==> src/rtl/dot_matrix_scan.sv <==
// dot_matrix_scan: reads glyph rows from the character ROM and multiplexes them
// onto an 8x8 LED dot matrix (rows active-low, columns active-high).
// Scan order per row: FETCH (1 cycle) -> SHOW (ROW_CYC) -> BLANK (BLANK_CYC).
// The glyph is latched only at frame boundaries so a character is never torn.
// Optional feature: define BLINK_EN to enable frame-based blinking driven by blink_i.
// With BLINK_EN undefined, blink_i is ignored and every frame is lit.
module dot_matrix_scan #(
  parameter int unsigned ROW_CYC      = 1000,
  parameter int unsigned BLANK_CYC    = 2,
  parameter int unsigned BLINK_FRAMES = 32
) (
  input  logic       clk_i,
  input  logic       rst_ni,
  input  logic       enable_i,
  input  logic [3:0] glyph_sel_i,
  input  logic       blink_i,
  output logic [6:0] rom_addr_o,
  input  logic [7:0] rom_data_i,
  output logic [7:0] row_n_o,
  output logic [7:0] col_o,
  output logic       frame_done_o
);

  localparam int unsigned MaxCyc = (ROW_CYC > BLANK_CYC) ? ROW_CYC : BLANK_CYC;
  localparam int unsigned CntW   = (MaxCyc > 1) ? $clog2(MaxCyc) : 1;
  localparam logic [CntW-1:0] ShowLast  = CntW'(ROW_CYC - 1);
  localparam logic [CntW-1:0] BlankLast = CntW'(BLANK_CYC - 1);

  typedef enum logic [1:0] {StIdle, StFetch, StShow, StBlank} state_e;

  state_e          state_q;
  logic [CntW-1:0] cnt_q;
  logic [2:0]      row_q;
  logic [3:0]      glyph_q;
  logic [6:0]      rom_addr_q;
  logic [7:0]      row_n_q;
  logic [7:0]      col_q;
  logic            frame_done_q;

  logic [3:0] glyph_clean;
  logic       frame_end;
  logic       dark;

  // Out-of-range glyph indices select the null glyph.
  always_comb begin
    glyph_clean = (glyph_sel_i > 4'd9) ? 4'd0 : glyph_sel_i;
  end

  // Last BLANK cycle of row 7 with the scan still enabled: a frame completes here.
  always_comb begin
    frame_end = enable_i && (state_q == StBlank) && (cnt_q == BlankLast) && (row_q == 3'd7);
  end

`ifdef BLINK_EN
  localparam int unsigned BlinkW = (BLINK_FRAMES > 1) ? $clog2(BLINK_FRAMES) : 1;
  localparam logic [BlinkW-1:0] BlinkLast = BlinkW'(BLINK_FRAMES - 1);

  logic [BlinkW-1:0] blink_cnt_q;
  logic              dark_q;

  // Count completed frames and flip lit/dark every BLINK_FRAMES frames while blinking.
  always_ff @(posedge clk_i) begin
    if (!rst_ni) begin
      blink_cnt_q <= '0;
      dark_q      <= 1'b0;
    end else if (!blink_i) begin
      blink_cnt_q <= '0;
      // Dark frame in progress finishes; the next frame is lit.
      if (frame_end) dark_q <= 1'b0;
    end else if (frame_end) begin
      if (blink_cnt_q == BlinkLast) begin
        blink_cnt_q <= '0;
        dark_q      <= ~dark_q;
      end else begin
        blink_cnt_q <= blink_cnt_q + 1'b1;
      end
    end
  end

  always_comb begin
    dark = dark_q;
  end
`else
  logic unused_blink;
  localparam int unsigned UnusedBlinkFrames = BLINK_FRAMES;

  // Blinking is not built; every frame is lit.
  always_comb begin
    dark         = 1'b0;
    unused_blink = blink_i ^ (UnusedBlinkFrames == 0);
  end
`endif

  // Scan FSM with registered outputs: row_n and col always change on the same edge.
  always_ff @(posedge clk_i) begin
    if (!rst_ni) begin
      state_q      <= StIdle;
      cnt_q        <= '0;
      row_q        <= 3'd0;
      glyph_q      <= 4'd0;
      rom_addr_q   <= 7'd0;
      row_n_q      <= 8'hFF;
      col_q        <= 8'h00;
      frame_done_q <= 1'b0;
    end else if ((state_q != StIdle) && !enable_i) begin
      // Abandon the partial frame; no frame_done for it.
      state_q      <= StIdle;
      cnt_q        <= '0;
      row_n_q      <= 8'hFF;
      col_q        <= 8'h00;
      frame_done_q <= 1'b0;
    end else begin
      frame_done_q <= 1'b0;
      case (state_q)
        StIdle: begin
          row_n_q <= 8'hFF;
          col_q   <= 8'h00;
          cnt_q   <= '0;
          if (enable_i) begin
            glyph_q    <= glyph_clean;
            row_q      <= 3'd0;
            rom_addr_q <= {glyph_clean, 3'd0};
            state_q    <= StFetch;
          end
        end
        StFetch: begin
          // rom_addr has been stable for this cycle, so rom_data is valid now.
          col_q   <= dark ? 8'h00 : rom_data_i;
          row_n_q <= ~(8'b1 << row_q);
          cnt_q   <= '0;
          state_q <= StShow;
        end
        StShow: begin
          if (cnt_q == ShowLast) begin
            row_n_q <= 8'hFF;
            col_q   <= 8'h00;
            cnt_q   <= '0;
            state_q <= StBlank;
          end else begin
            cnt_q <= cnt_q + 1'b1;
          end
        end
        StBlank: begin
          if (cnt_q == BlankLast) begin
            cnt_q   <= '0;
            state_q <= StFetch;
            if (row_q == 3'd7) begin
              row_q        <= 3'd0;
              glyph_q      <= glyph_clean;
              rom_addr_q   <= {glyph_clean, 3'd0};
              frame_done_q <= 1'b1;
            end else begin
              row_q      <= row_q + 3'd1;
              rom_addr_q <= {glyph_q, row_q + 3'd1};
            end
          end else begin
            cnt_q <= cnt_q + 1'b1;
          end
        end
        default: begin
          state_q <= StIdle;
          row_n_q <= 8'hFF;
          col_q   <= 8'h00;
        end
      endcase
    end
  end

  assign rom_addr_o   = rom_addr_q;
  assign row_n_o      = row_n_q;
  assign col_o        = col_q;
  assign frame_done_o = frame_done_q;

endmodule
==> config.mk <==
export PLATFORM = sky130hd
export DESIGN_NAME = dot_matrix_scan
export DESIGN_NICKNAME = d
export VERILOG_FILES = /design/src/rtl/dot_matrix_scan.sv
export SDC_FILE = /design/constraint.sdc
export NUM_CORES = 1
export LEC_CHECK = 0
export ABC_AREA = 1
export BUFFER_PORTS_ARGS = -buffer_cell sky130_fd_sc_hd__buf_2
export CORE_MARGIN = 10
export CORE_UTILIZATION = 49
export DETAILED_ROUTE_END_ITERATION = 8
export GPL_TIMING_DRIVEN = 1
export PLACE_DENSITY = 0.75
export SKIP_LAST_GASP = 1
export SLEW_MARGIN = 20
export SYNTH_ARGS = -nofsm -noshare
export SYNTH_HDL_FRONTEND = slang
export SYNTH_SLANG_ARGS = --single-unit
==> constraint.sdc <==
create_clock -name clk_i -period 1.6 [get_ports clk_i]
set_clock_uncertainty 0.1 [all_clocks]
set_input_delay 0.08 -clock clk_i [delete_from_list [all_inputs] [get_ports clk_i]]
set_output_delay 0.08 -clock clk_i [all_outputs]
set_load 0.01 [all_outputs]
After elaboration in Yosys (flattened, before gate mapping) --
Index checks and enable logic that the tools add are counted.
Storage, ports and cells: register bits after elaboration 43, input bits 16, output and inout port bits 24, logic and storage cells 65
Cells by class: add/subtract/negate cells 2, magnitude comparators 1, equal/unequal tests 10, shift-type cells 1, mux-type cells 25, bitwise operators 5, reduce and logical (&&, ||, !) cells 13
Operator list (number):
- $pmux W8 S3 | 2
- $pmux W10 S3 | 1
- $mux W7 | 3
- $mux W10 | 2
- $mux W4 | 4
- $mux W8 | 2
- $pmux W7 S2 | 1
- $add A10 B1 Y10 const B | 1
- $eq A10 B1 Y1 const B | 1
- $eq A10 B10 Y1 const B | 1
- $mux W3 | 3
- $not A8 Y8 | 1
- $pmux W2 S4 | 1
- $pmux W4 S2 | 1
- $shl A1 B3 Y8 const A | 1
- $mux W2 | 3
- $pmux W3 S2 | 1
- $reduce_and A5 Y1 | 1
- $eq A2 B2 Y1 const B | 2
- $gt A4 B4 Y1 const B | 1
- $ne A2 B1 Y1 const B | 2
- $ne A2 B2 Y1 const B | 2
- $not A1 Y1 | 4
- $reduce_and A4 Y1 | 1
- other kinds (13) | 15

Logic depth before layout (Yosys ltp) --
word-level depth 5, depth in mapped cells 11, mapped depth without buffers 10

Worst setup path before layout --
No wires, ideal clock.
kind reg-to-reg, start point reg state_q[0], end point reg col_q[3], in the netlist col_o[3], setup time 0.070 ns, arrival 1.412 ns, data required time 1.430 ns, slack 0.018 ns, cell stages (with the launch flop) 8, path buffers 1, period minus slack after synthesis 1.582 ns, cell sequence dfxtp_1 inv_1 ha_1 or2_1 o21ai_4 buf_6 nand2_1 a21oi_1
On the way: longest elaborated chain between the ends 3, elaborated cells between the ends (all ways) 10, those cells by class 3 x eq/ne; 1 x mux; 6 x reduce/logical
RTL lines:
- from (decl) | RTL line 31 | state_e state_q;
- from (signal assigned) | RTL line 97 | state_q <= StIdle;
- from (signal assigned) | RTL line 107 | state_q <= StIdle;
- from (signal assigned) | RTL line 123 | state_q <= StFetch;
- $eq A2 B2 Y1 (tied with other cells) | RTL line 114 | case (state_q)
- $ne A2 B2 Y1 (no line) (tied with other cells)
- $reduce_and A2 Y1 (no line) or $reduce_or A2 Y1 (tied branches)
- to (signal assigned) | RTL line 128 | col_q <= dark ? 8'h00 : rom_data_i;
- to (decl) | RTL line 37 | logic [7:0] col_q;
Parallel ways exist; a longest one is shown, timed or not. A chain may end at the register's enable or synchronous reset.

Worst setup path after layout --
start point reg state_q[1], end point reg col_q[0], in the netlist col_o[0]
The elaborated chain is that of the path after synthesis.

==> reports/summary.txt <==
Capturing point of the worst reg2reg path: col_o[0]$_SDFFE_PP0P_
Crit path from: state_q[1]$_SDFFE_PP0P_
GRT overflow: 0
Port bufs: 38
Via count: 1,977
Final wirelength: 5130 um
VDD IR-drop max: 0.812 mV
Layout cells sized above 1: 36.0%
Worst-skew pair later-pin latency: 290 ps
Syn_nets: 306
Slew Viols, Final: 0
Starting density of the core: 51.1%
Largest net degree at the start of global routing: 13
# rows: 23
Mapped Cells: 277
CP Data Arrival Time: 1700 ps
Vias in the first global route: 1,890
Cell area after synthesis: 2060 um^2
1st-iter DRT viols: 113
Antenna violations before repair: 0
Crit Path Max Fanout: 8
YS warnings: 0
Yosys reg bits: 40
Clock Sinks: 40
Fin. Hold Viols: 0
IO Pins: 40
Status: finished clean
CTS tree: built
Total GRT Usage: 13.2%
WHS: 40.5 ps
Max Cap Violations: 0
Hpwl dp: 3330 um
Core Region: 4030 um^2
Worst reg2reg setup slack: 30 ps
1st-pass router iterations: 4
Crit end category: flip-flop
Worst r2r path cells: 7
Clock buffer count from CTS: 5
CP peak stage delay: 350 ps
Crit-path slowest cell: dfxtp_2
Die area: 7200 um^2
Avg WL per Cell: 12.8 um
Worst setup path category: reg -> reg
Commonest cells after routing, fill and taps aside: nand2_1, buf_2, nor2_1
Final setup TNS: 0 ps
Power per Cell Area: 1470 nW/um^2
Leakage: 1.27 nW
Final Cycle Share: 98.2%
Die width: 84.8 um
Final min period: 1570 ps
GPL Wtd Cong: 0.831
Root Driver: clkbuf_8
Pre-CTS WS: -14.3 ps
RSZ-0062 raised after global routing: true
Worst-path clk slew: 70 ps
Most common cell after layout, fill and taps aside: nand2_1
Post-synth cell types: 27
Data required, critical path: 1730 ps
Worst-case clock buffer depth: 2
Sequential fraction of the synthesis area: 38.9%
First-pass GRT wire length: 8160 um
Final worst slack: 28.8 ps
CP endpoint: col_o[0]$_SDFFE_PP0P_
Layout area overhead: 38.2%
Reg-to-reg startpoint: state_q[1]$_SDFFE_PP0P_
Fmax: 0.636 GHz
Htree depth: 2
Post-route DRC: 0
Class of the worst hold path: in -> reg
ANT nets after route: 0
Setup violators final: 0
Crit-path cells: inv_2 -> ha_4 -> or2_4 -> o21ai_4 -> buf_6 -> nand2_1 -> a21oi_1
Worst-Margin Slew: 319 ps
N_diodes: 0
Routed vias/inst: 4.94
DIE HEIGHT: 84.8 um
Final #Nets: 378
Syn_area_per_cell: 7.43 um^2
Worst setup SP type: flip-flop
Rel. slew slack: 78.7%
## through the flow
step / instance area [um^2] / std cells / power (mW) / utilization [%]
finish: 2850 / 400 / 4.18 / 70.7
global route: 2850 / 400 / 4.51 / 70.7
CTS: 2600 / 390 / 3.89 / 64.5
detailed placement: 2350 / 370 / 2.94 / 58.3
global placement: 2350 / 370 / 2.90 / 58.3
floorplan: 2060 / 277 / 2.44 / -
## synthesized netlist by cell type (all sizes together)
library cell,n,area share (%)
a21oi,14,3.4
buf,7,2.7
dfxtp,40,39
ha,13,7.9
inv,36,6.6
nand2,73,15
nand3,28,8.3
nand4,6,1.8
nor2,40,8.0
nor3,4,1.9
nor3b,1,0.61
o21ai,8,2.7
or2,2,0.61
xor2,5,2.1
## critical path: cells and delay by family (launching register included)
kind / cells / cell delay (ps)
AOI/OAI and AO/OA: 2 / 340
adders and majority gates: 1 / 170
DFF: 1 / 350
buffers and inverters: 2 / 240
and+or+nand+nor: 2 / 300
## routing by layer
metal  GRT usage [%]  up-vias  share of wire (%)
met5               0        -                  0
met4            4.19        0                2.1
met3            4.59       12                5.6
met2            23.1       47                 49
met1            14.5      903                 43
li1                -     1015                  -
## kinds of logic after synthesis
kind of cell	count (synthesis)	synth area share (%)
AND/OR/NAND/NOR	154	35.8
buffers and inverters	43	9.23
flip-flops	40	38.9
AO/OA/AOI/OAI	22	6.08
adder cells (fa/ha/maj)	13	7.90
XOR/XNOR	5	2.13
## layout make-up
type,instances,area [um^2]
Fill cell,306,1180
Clock inverter,1,30.0
Timing Repair Buffer,70,472
Multi-Input combinational cell,196,1230
Clock buffer,7,96.3
Sequential cell,40,813
Inverter,36,140
Tap cell,50,62.6
## where the power goes
| part | internal, mW | switching (mW) |
|---|---|---|
| combinational | 0.791 | 1.12 |
| clock | 0.550 | 0.346 |
| sequential | 1.22 | 0.152 |
## worst min path at each step
stage / start / end / slack (ps) / cells past startpoint
2_1_floorplan: glyph_sel_i[0] / glyph_q[0]$_SDFFE_PN0P_ / 140 / 2
3_3_place_gp: rom_data_i[0] / col_o[0]$_SDFFE_PP0P_ / 260 / 3
3_5_place_dp: rom_data_i[4] / col_o[4]$_SDFFE_PP0P_ / 260 / 3
4_1_cts: rst_ni / glyph_q[2]$_SDFFE_PN0P_ / 40 / 3
5_1_grt: rst_ni / glyph_q[0]$_SDFFE_PN0P_ / 60 / 3
6_report: rst_ni / glyph_q[0]$_SDFFE_PN0P_ / 40 / 3
## sequential cells by signal (all words and copies together), names as in the netlist
register,count
col_o,8
row_n_o,8
rom_addr_o,5
glyph_q,4
frame_done_o,1
state_q,2
cnt_q,10
row_q,2
## timing repair
item | in CTS | in global routing
resized for setup | 3 | 47
setup buffers | 0 | 8
hold buffers | 12 | 0
gates cloned | 0 | 2
pin swaps | 1 | 14
endpoints found under the hold margin | 15 | 0
setup endpoints to repair | 21 | 39
Note: power is estimated with default switching activity, not from simulation.
